==> config.mk <==
export PLATFORM = sky130hd
export DESIGN_NAME = barrel_shift_right_pipe_flat
export DESIGN_NICKNAME = d
export VERILOG_FILES = /design/src/rtl/barrel_shift_right_pipe_pkg.sv /design/src/rtl/barrel_shift_right_pipe_if.sv /design/src/rtl/shift_right_stage.sv /design/src/rtl/barrel_shift_right_pipe.sv /design/src/flat_wrapper.sv
export SDC_FILE = /design/constraint.sdc
export NUM_CORES = 1
export LEC_CHECK = 0
export ABC_AREA = 1
export BUFFER_PORTS_ARGS = -buffer_cell sky130_fd_sc_hd__buf_2
export CELL_PAD_IN_SITES_DETAIL_PLACEMENT = 0
export CELL_PAD_IN_SITES_GLOBAL_PLACEMENT = 2
export CORE_MARGIN = 2
export CORE_UTILIZATION = 37
export CTS_CLUSTER_DIAMETER = 60
export CTS_CLUSTER_SIZE = 10
export DETAILED_ROUTE_END_ITERATION = 10
export PLACE_DENSITY_LB_ADDON = 0.1
export SLEW_MARGIN = 20
export SYNTH_ARGS = -nofsm -noshare
export SYNTH_HDL_FRONTEND = slang
export SYNTH_SLANG_ARGS = --single-unit
==> constraint.sdc <==
create_clock -name clk -period 11.52 [get_ports clk]
set_input_delay 0.576 -clock clk [delete_from_list [all_inputs] [get_ports clk]]
set_output_delay 0.576 -clock clk [all_outputs]
set_load 0.05 [all_outputs]
==> src/rtl/barrel_shift_right_pipe_pkg.sv <==
// Shared constants for the right barrel shifter pipeline.
// Holds DATA_W/AMT_W and a stage-step helper; imported by the shifter files.
package barrel_shift_right_pipe_pkg;

    localparam int DATA_W = 32;
    localparam int AMT_W  = 5;

    // Shift step handled by pipeline stage idx: the MSB of the amount first.
    function automatic int step_of(input int idx, input int amt_w);
        return 1 << (amt_w - 1 - idx);
    endfunction

endpackage

==> src/rtl/barrel_shift_right_pipe_if.sv <==
// Valid/ready operand and result bundle for barrel_shift_right_pipe.
// slave: shifter view (takes operands, drives results); master: producer/consumer view.
interface barrel_shift_right_pipe_if #(
    parameter int WIDTH = barrel_shift_right_pipe_pkg::DATA_W,
    parameter int AMT_W = barrel_shift_right_pipe_pkg::AMT_W
);
    logic             in_valid;
    logic             in_ready;
    logic [WIDTH-1:0] in_data;
    logic [AMT_W-1:0] in_amt;
    logic             in_arith;
    logic             out_valid;
    logic             out_ready;
    logic [WIDTH-1:0] out_data;

    modport slave (
        input  in_valid, in_data, in_amt, in_arith, out_ready,
        output in_ready, out_valid, out_data
    );

    modport master (
        output in_valid, in_data, in_amt, in_arith, out_ready,
        input  in_ready, out_valid, out_data
    );
endinterface

==> src/rtl/shift_right_stage.sv <==
// One registered step of the right shifter: optional shift by STEP with fill.
// Ports: clk, reset, adv_i enable; *_i from previous stage, *_o registered.
module shift_right_stage #(
    parameter int WIDTH = barrel_shift_right_pipe_pkg::DATA_W,
    parameter int AMT_W = barrel_shift_right_pipe_pkg::AMT_W,
    parameter int STEP  = 1
) (
    input  logic             clk,
    input  logic             reset,
    input  logic             adv_i,
    input  logic             valid_i,
    input  logic [WIDTH-1:0] data_i,
    input  logic [AMT_W-1:0] amt_i,
    input  logic             arith_i,
    input  logic             sign_i,
    output logic             valid_o,
    output logic [WIDTH-1:0] data_o,
    output logic [AMT_W-1:0] amt_o,
    output logic             arith_o,
    output logic             sign_o
);
    localparam int BIT = $clog2(STEP);
    localparam logic [WIDTH-1:0] ONES = '1;
    // Bits vacated by a shift of STEP.
    localparam logic [WIDTH-1:0] FILL_MASK = ~(ONES >> STEP);

    logic             valid_q;
    logic [WIDTH-1:0] data_q;
    logic [WIDTH-1:0] data_d;
    logic [AMT_W-1:0] amt_q;
    logic             arith_q;
    logic             sign_q;
    logic             fill;

    assign fill = arith_i & sign_i;

    always_comb begin
        data_d = data_i;
        if (amt_i[BIT]) begin
            data_d = (data_i >> STEP) | (fill ? FILL_MASK : '0);
        end
    end

    always_ff @(posedge clk or posedge reset) begin
        if (reset) begin
            valid_q <= 1'b0;
            data_q  <= '0;
            amt_q   <= '0;
            arith_q <= 1'b0;
            sign_q  <= 1'b0;
        end else if (adv_i) begin
            valid_q <= valid_i;
            data_q  <= data_d;
            amt_q   <= amt_i;
            arith_q <= arith_i;
            sign_q  <= sign_i;
        end
    end

    assign valid_o = valid_q;
    assign data_o  = data_q;
    assign amt_o   = amt_q;
    assign arith_o = arith_q;
    assign sign_o  = sign_q;
endmodule

==> src/rtl/barrel_shift_right_pipe.sv <==
// Pipelined right barrel shifter, logical or arithmetic, one step per stage.
// Ports: clk, reset (async, active-high), bus (slave side of the valid/ready bundle).
module barrel_shift_right_pipe #(
    parameter int WIDTH = barrel_shift_right_pipe_pkg::DATA_W,
    parameter int AMT_W = barrel_shift_right_pipe_pkg::AMT_W
) (
    input  logic                     clk,
    input  logic                     reset,
    barrel_shift_right_pipe_if.slave bus
);
    // Index 0 is the incoming operand; index i+1 is the register of stage i.
    logic             v  [0:AMT_W];
    logic [WIDTH-1:0] d  [0:AMT_W];
    logic [AMT_W-1:0] a  [0:AMT_W];
    logic             ar [0:AMT_W];
    logic             sg [0:AMT_W];
    logic             adv;

    // The whole pipe moves together; bubbles are carried, not squeezed.
    assign adv          = !v[AMT_W] || bus.out_ready;
    assign bus.in_ready = adv && !reset;

    assign v[0]  = bus.in_valid && bus.in_ready;
    assign d[0]  = bus.in_data;
    assign a[0]  = bus.in_amt;
    assign ar[0] = bus.in_arith;
    assign sg[0] = bus.in_data[WIDTH-1];

    for (genvar i = 0; i < AMT_W; i++) begin : g_stage
        shift_right_stage #(
            .WIDTH (WIDTH),
            .AMT_W (AMT_W),
            .STEP  (barrel_shift_right_pipe_pkg::step_of(i, AMT_W))
        ) u_stage (
            .clk     (clk),
            .reset   (reset),
            .adv_i   (adv),
            .valid_i (v[i]),
            .data_i  (d[i]),
            .amt_i   (a[i]),
            .arith_i (ar[i]),
            .sign_i  (sg[i]),
            .valid_o (v[i+1]),
            .data_o  (d[i+1]),
            .amt_o   (a[i+1]),
            .arith_o (ar[i+1]),
            .sign_o  (sg[i+1])
        );
    end

    assign bus.out_valid = v[AMT_W];
    assign bus.out_data  = d[AMT_W];
endmodule

==> src/flat_wrapper.sv <==
// flat-port wrapper written by rule: the top's interface ports become plain ports
module barrel_shift_right_pipe_flat 
#(
    parameter int WIDTH = barrel_shift_right_pipe_pkg::DATA_W,
    parameter int AMT_W = barrel_shift_right_pipe_pkg::AMT_W
)
  (clk, reset, bus_in_valid, bus_in_data, bus_in_amt, bus_in_arith, bus_out_ready, bus_in_ready, bus_out_valid, bus_out_data);
  barrel_shift_right_pipe_if #(.WIDTH(WIDTH), .AMT_W(AMT_W)) bus_i ();
  input  logic clk;
  input  logic reset;
  input wire logic [$bits(bus_i.in_valid)-1:0] bus_in_valid;
  input wire logic [$bits(bus_i.in_data)-1:0] bus_in_data;
  input wire logic [$bits(bus_i.in_amt)-1:0] bus_in_amt;
  input wire logic [$bits(bus_i.in_arith)-1:0] bus_in_arith;
  input wire logic [$bits(bus_i.out_ready)-1:0] bus_out_ready;
  output wire logic [$bits(bus_i.in_ready)-1:0] bus_in_ready;
  output wire logic [$bits(bus_i.out_valid)-1:0] bus_out_valid;
  output wire logic [$bits(bus_i.out_data)-1:0] bus_out_data;
  assign bus_i.in_valid = bus_in_valid;
  assign bus_i.in_data = bus_in_data;
  assign bus_i.in_amt = bus_in_amt;
  assign bus_i.in_arith = bus_in_arith;
  assign bus_i.out_ready = bus_out_ready;
  assign bus_in_ready = bus_i.in_ready;
  assign bus_out_valid = bus_i.out_valid;
  assign bus_out_data = bus_i.out_data;
  barrel_shift_right_pipe #(.WIDTH(WIDTH), .AMT_W(AMT_W)) u_core (.clk(clk), .reset(reset), .bus(bus_i));
endmodule
Yosys cells after proc, flatten, opt, wreduce, memory -nomap -nowiden
Cells that the tools add are included.

Bitwise logic cells: 10. Muxes and demuxes: 10. Reductions and logical operators: 5.

Operators by type and width (count): two-way mux 32 bit (10); OR 16 x 32 -> 32 bit (1); OR 24 x 32 -> 32 bit (1); OR 28 x 32 -> 32 bit (1); OR 30 x 32 -> 32 bit (1); OR 31 x 32 -> 32 bit (1); AND 1 bit (5); logical AND 1 bit (2); zero test 1 bit (2); logical OR 1 bit (1).

Flip-flop bits (word level): 183. Bits of input ports: 42. Output and inout port bits: 34.

Logic depth before layout (Yosys ltp)
Depth in word-level cells: 4. Mapped depth: 7. Depth with buffers taken out: 5.

Hierarchy
From an unflattened synthesis, not the netlist that was laid out.

Cell total of the unflattened synthesis: 1374. Area, all modules: 9879.5 µm².

By module, submodules not included: shift_right_stage (u_core.g_stage[4].u_stage) (area an instance 1994.4 µm², cells each 277, instances 1, seq. area each 1001.0 µm²); shift_right_stage (u_core.g_stage[1].u_stage) (area an instance 1986.9 µm², cells each 273, instances 1, seq. area each 1001.0 µm²); shift_right_stage (u_core.g_stage[0].u_stage) (area an instance 1965.6 µm², cells each 271, instances 1, seq. area each 1001.0 µm²); shift_right_stage (u_core.g_stage[2].u_stage) (area an instance 1963.1 µm², cells each 273, instances 1, seq. area each 1001.0 µm²); shift_right_stage (u_core.g_stage[3].u_stage) (area an instance 1935.6 µm², cells each 273, instances 1, seq. area each 1001.0 µm²); barrel_shift_right_pipe (area an instance 33.8 µm², cells each 7, instances 1, seq. area each 0.0 µm²).

Worst setup path after synthesis
OpenSTA, ideal clock, no wires.

Path kind: in2reg. From: in reset. To: reg u_core.g_stage[0].u_stage.valid_q. Library setup time: 0.084 ns. Required time: 11.436 ns. Data arrival time: 4.672 ns. Stages on the path: 3. Slack: 6.764 ns. Cell sequence: inv_1 nand3_1 nand2_1.

Word-level cells in the longest chain between the ends: 3.

RTL lines: start, declared (RTL line flat_wrapper.sv:10) `input logic reset;`; zero test 1 bit (RTL line barrel_shift_right_pipe.sv:21) `assign bus.in_ready = adv && !reset;`; logical AND 1 bit (RTL line barrel_shift_right_pipe.sv:21); logical AND 1 bit (RTL line barrel_shift_right_pipe.sv:23) `assign v[0] = bus.in_valid && bus.in_ready;`; end signal, assigned (RTL line shift_right_stage.sv:52) `valid_q <= valid_i;`; end, declared (RTL line shift_right_stage.sv:27) `logic valid_q;`.

No other way between the ends. A chain may end at the register's enable or synchronous reset.

Worst setup path after layout
From: reg u_core.g_stage[4].u_stage.valid_q. To: reg u_core.g_stage[3].u_stage.data_q[24].

Word-level cells in the longest chain between the ends: 2.

RTL lines: start, declared (RTL line shift_right_stage.sv:27); start signal, assigned (RTL line shift_right_stage.sv:52); zero test 1 bit (RTL line barrel_shift_right_pipe.sv:20) `assign adv = !v[AMT_W] || bus.out_ready;`; logical OR 1 bit (RTL line barrel_shift_right_pipe.sv:20); end signal, assigned (RTL line shift_right_stage.sv:53) `data_q <= data_d;`; end, declared (RTL line shift_right_stage.sv:28) `logic [WIDTH-1:0] data_q;`.

No other way between the ends.

==> reports/metrics.cfg <==
[route]
highest_layer=met4
dr_wl_met2_mm=8.21
drt_first_pass_iters=4
wl_met1_mm=10.3
drt_iter0_drc=373
viasPerCell=4.31
vias=7123
dr_wl_met3_um=445
drt-total-wl_mm=19.3
drc=0
post_drt_wl_per_cell_um=11.7
postRouteAntennaNets=0

[clocking]
post_cts_buffers=0
numCtsBuffers=17
clkSlewWorstSetupHoldPaths_ns=0.07
htreeDepth=4
ctsHoldBuffers=0
cts.sinks=183
cts_tree=yes
clock_latency_ns=0.43
clock_path_buffers=2
cts_resized=0
root_buffer=clkbuf_16

[status]
status=finished, final reports clean

[pwr]
p_seq_share_pct=38.4
ir_drop_uv=109
leakage_nw=5.92
swShare_pct=43.7
combinationalPowerShare_pct=41.6
p_sw_w=0.00124
p_clk_share_pct=20.0
internal_power_w=0.00160
power.density_nw_per_um2=282

[synth]
ys_types=15
ys_seq_area_share_pct=49.4
yosys_warnings=0
ys_ff_latch=183
synth_area_per_cell_sq_um=7.03
synth_area_sq_um=9260
syn-instance-count=1317
synth_nets=1359

[layout]
final_area_sq_um=10100
multi_input_comb_area_sq_um=3440
antenna_cells=0
fin_nets=1358
area_growth_pct=8.98
seq_area_sq_um=4580
drive_above_1_share_pct=8.82
n_fill_cell=2697

[worst_setup_path]
r2r_start=u_core.g_stage[4].u_stage.valid_o
r2r_setup_slack_ns=8.80
worstSetupPathType=reg2reg
worstReg2RegEnd=u_core.g_stage[3].u_stage.data_o[24]
reg2regPathDepth=5
cp.required_ns=11.88
critical_path_arrival_ns=3.08
endpoint_kind=register
startpoint_type=register
critPathMaxFanout=102

[sta]
slew_violations=0
fmax_mhz=367
min_period_ns=2.72
post-route-period-util_pct=23.6
relSlewSlack_pct=31.0
setup_viol_count_final=0
fin_tns_setup_ns=0
hold_violations=0
tightestPinTransition_ns=1.03
rsz0062_at_grt=false
clock_skew_ns=0.0112
fin_hold_ws_ns=0.146

[global_route]
grt.overflow.total=0
grt_pass1_vias=7060
grt_usage_pct=15.8
grt_max_degree=189
antenna_found_initial=0
grt_pass1_wl_mm=34.5

[place]
placed_area_sq_um=9490
routabilityCongestion=0.741
io_buffers=75
hpwl_mm=12.5

[die]
ioPinCount=76
rows=57
die_h_um=162
core_sq_um=24500
initial_core_util_pct=37.9
dieWidth_um=162
dieArea_sq_um=26300

[hold_path]
hp-class=in2async

[flow_run]
drv_cap=0

-- placed cells by master, fill, tap and decap left out --
cell	count
inv_1	168
inv_4	1
nand2_1	709
clkinv_4	2
buf_4	5
bufinv_16	2
nand3_2	1
clkbuf_1	1
o21ai_0	14
inv_2	2
clkinv_2	3
buf_6	1
clkinvlp_4	2
nor2_1	1
buf_2	75
clkbuf_8	1
dfrtp_1	183
clkbuf_16	17
nand2_8	1
buf_16	1
nand3_1	134
inv_6	3
-- cell usage after synthesis --
library cell	count	area, sq um
inv_1	169	634
buf_4	43	323
o21ai_0	14	70.1
buf_6	1	11.3
buf_1	2	7.51
nand3_2	1	10.0
dfrtp_1	183	4580
inv_2	2	7.51
clkbuf_1	12	45.0
nand2_4	1	11.3
inv_4	1	6.26
buf_2	44	220
nand3_1	134	671
nor2_1	1	3.75
nand2_1	709	2660
-- registers in the layout (all words and copies together) (netlist names) --
signal	flops
u_core.g_stage.u_stage.sign_o	4
u_core.g_stage.u_stage.data_o	160
u_core.g_stage.u_stage.valid_o	5
u_core.g_stage.u_stage.arith_o	4
u_core.g_stage.u_stage.amt_o	10
-- worst max path at each step --
stage          slack (ns)                                    to                               from  cells after the start
6_report             8.80  u_core.g_stage[3].u_stage.data_o[24]  u_core.g_stage[4].u_stage.valid_o                      5
5_1_grt              8.49   u_core.g_stage[2].u_stage.data_o[3]  u_core.g_stage[4].u_stage.valid_o                      5
4_1_cts              8.12                          bus_in_ready  u_core.g_stage[4].u_stage.valid_o                      4
3_5_place_dp         7.85   u_core.g_stage[4].u_stage.data_o[7]                      bus_out_ready                      7
3_3_place_gp         7.91   u_core.g_stage[4].u_stage.data_o[7]                      bus_out_ready                      7
2_1_floorplan        5.95    u_core.g_stage[0].u_stage.amt_o[0]                              reset                      1
-- routing by layer --
layer  global-route usage [%]  vias to the layer above
met1                     22.6                     3144
li1                         -                     3877
met2                     24.9                       84
met5                        0                        -
met4                     4.83                        0
met3                     2.22                       18
-- power by group through the flow --
stage | combinational, W | sequential (W) | clock [W]
floorplan | 0.00107 | 0.00106 | 0
global placement | 0.00119 | 0.00110 | 0
detailed placement | 0.00120 | 0.00111 | 0
CTS | 0.00121 | 0.00109 | 0.000588
global route | 0.00139 | 0.00113 | 0.000618
finish | 0.00118 | 0.00109 | 0.000567
-- logic make-up (layout without fill, tap and decap cells) --
family | count (synthesis) | in the layout | share of synthesized area [%]
AOI/OAI and AO/OA | 14 | 14 | 0.757
DFF | 183 | 183 | 49.4
buffers and inverters | 274 | 284 | 13.6
and+or+nand+nor | 846 | 846 | 36.2
-- worst max-delay path, cell delays in order, from the launching register on --
cell and delay, ns:
dfrtp_1 0.44, nand2_8 0.28, inv_4 0.66, buf_4 0.90
nand2_1 0.16, nand2_1 0.12
-- layout make-up --
type                    count  area share, %
flip-flops and latches    183           45.4
multi-input cells         860           34.0
inverters                 172           6.47
repair buffers             82           4.48
clock buffers              19           4.39
well taps                 324           4.02
clock inverters            11           1.24
-- metrics by stage --
stage          util, %  instances  setup slack (ns)  total power, W
2_1_floorplan        -       1317              5.95         0.00213
5_1_grt           41.3       1651              8.49         0.00313
3_3_place_gp      38.8       1620              7.91         0.00230
6_report          41.3       1651              8.80         0.00284
3_5_place_dp      38.8       1620              7.85         0.00231
4_1_cts           41.1       1650              8.12         0.00289
Power figures use the tool's default switching activity.
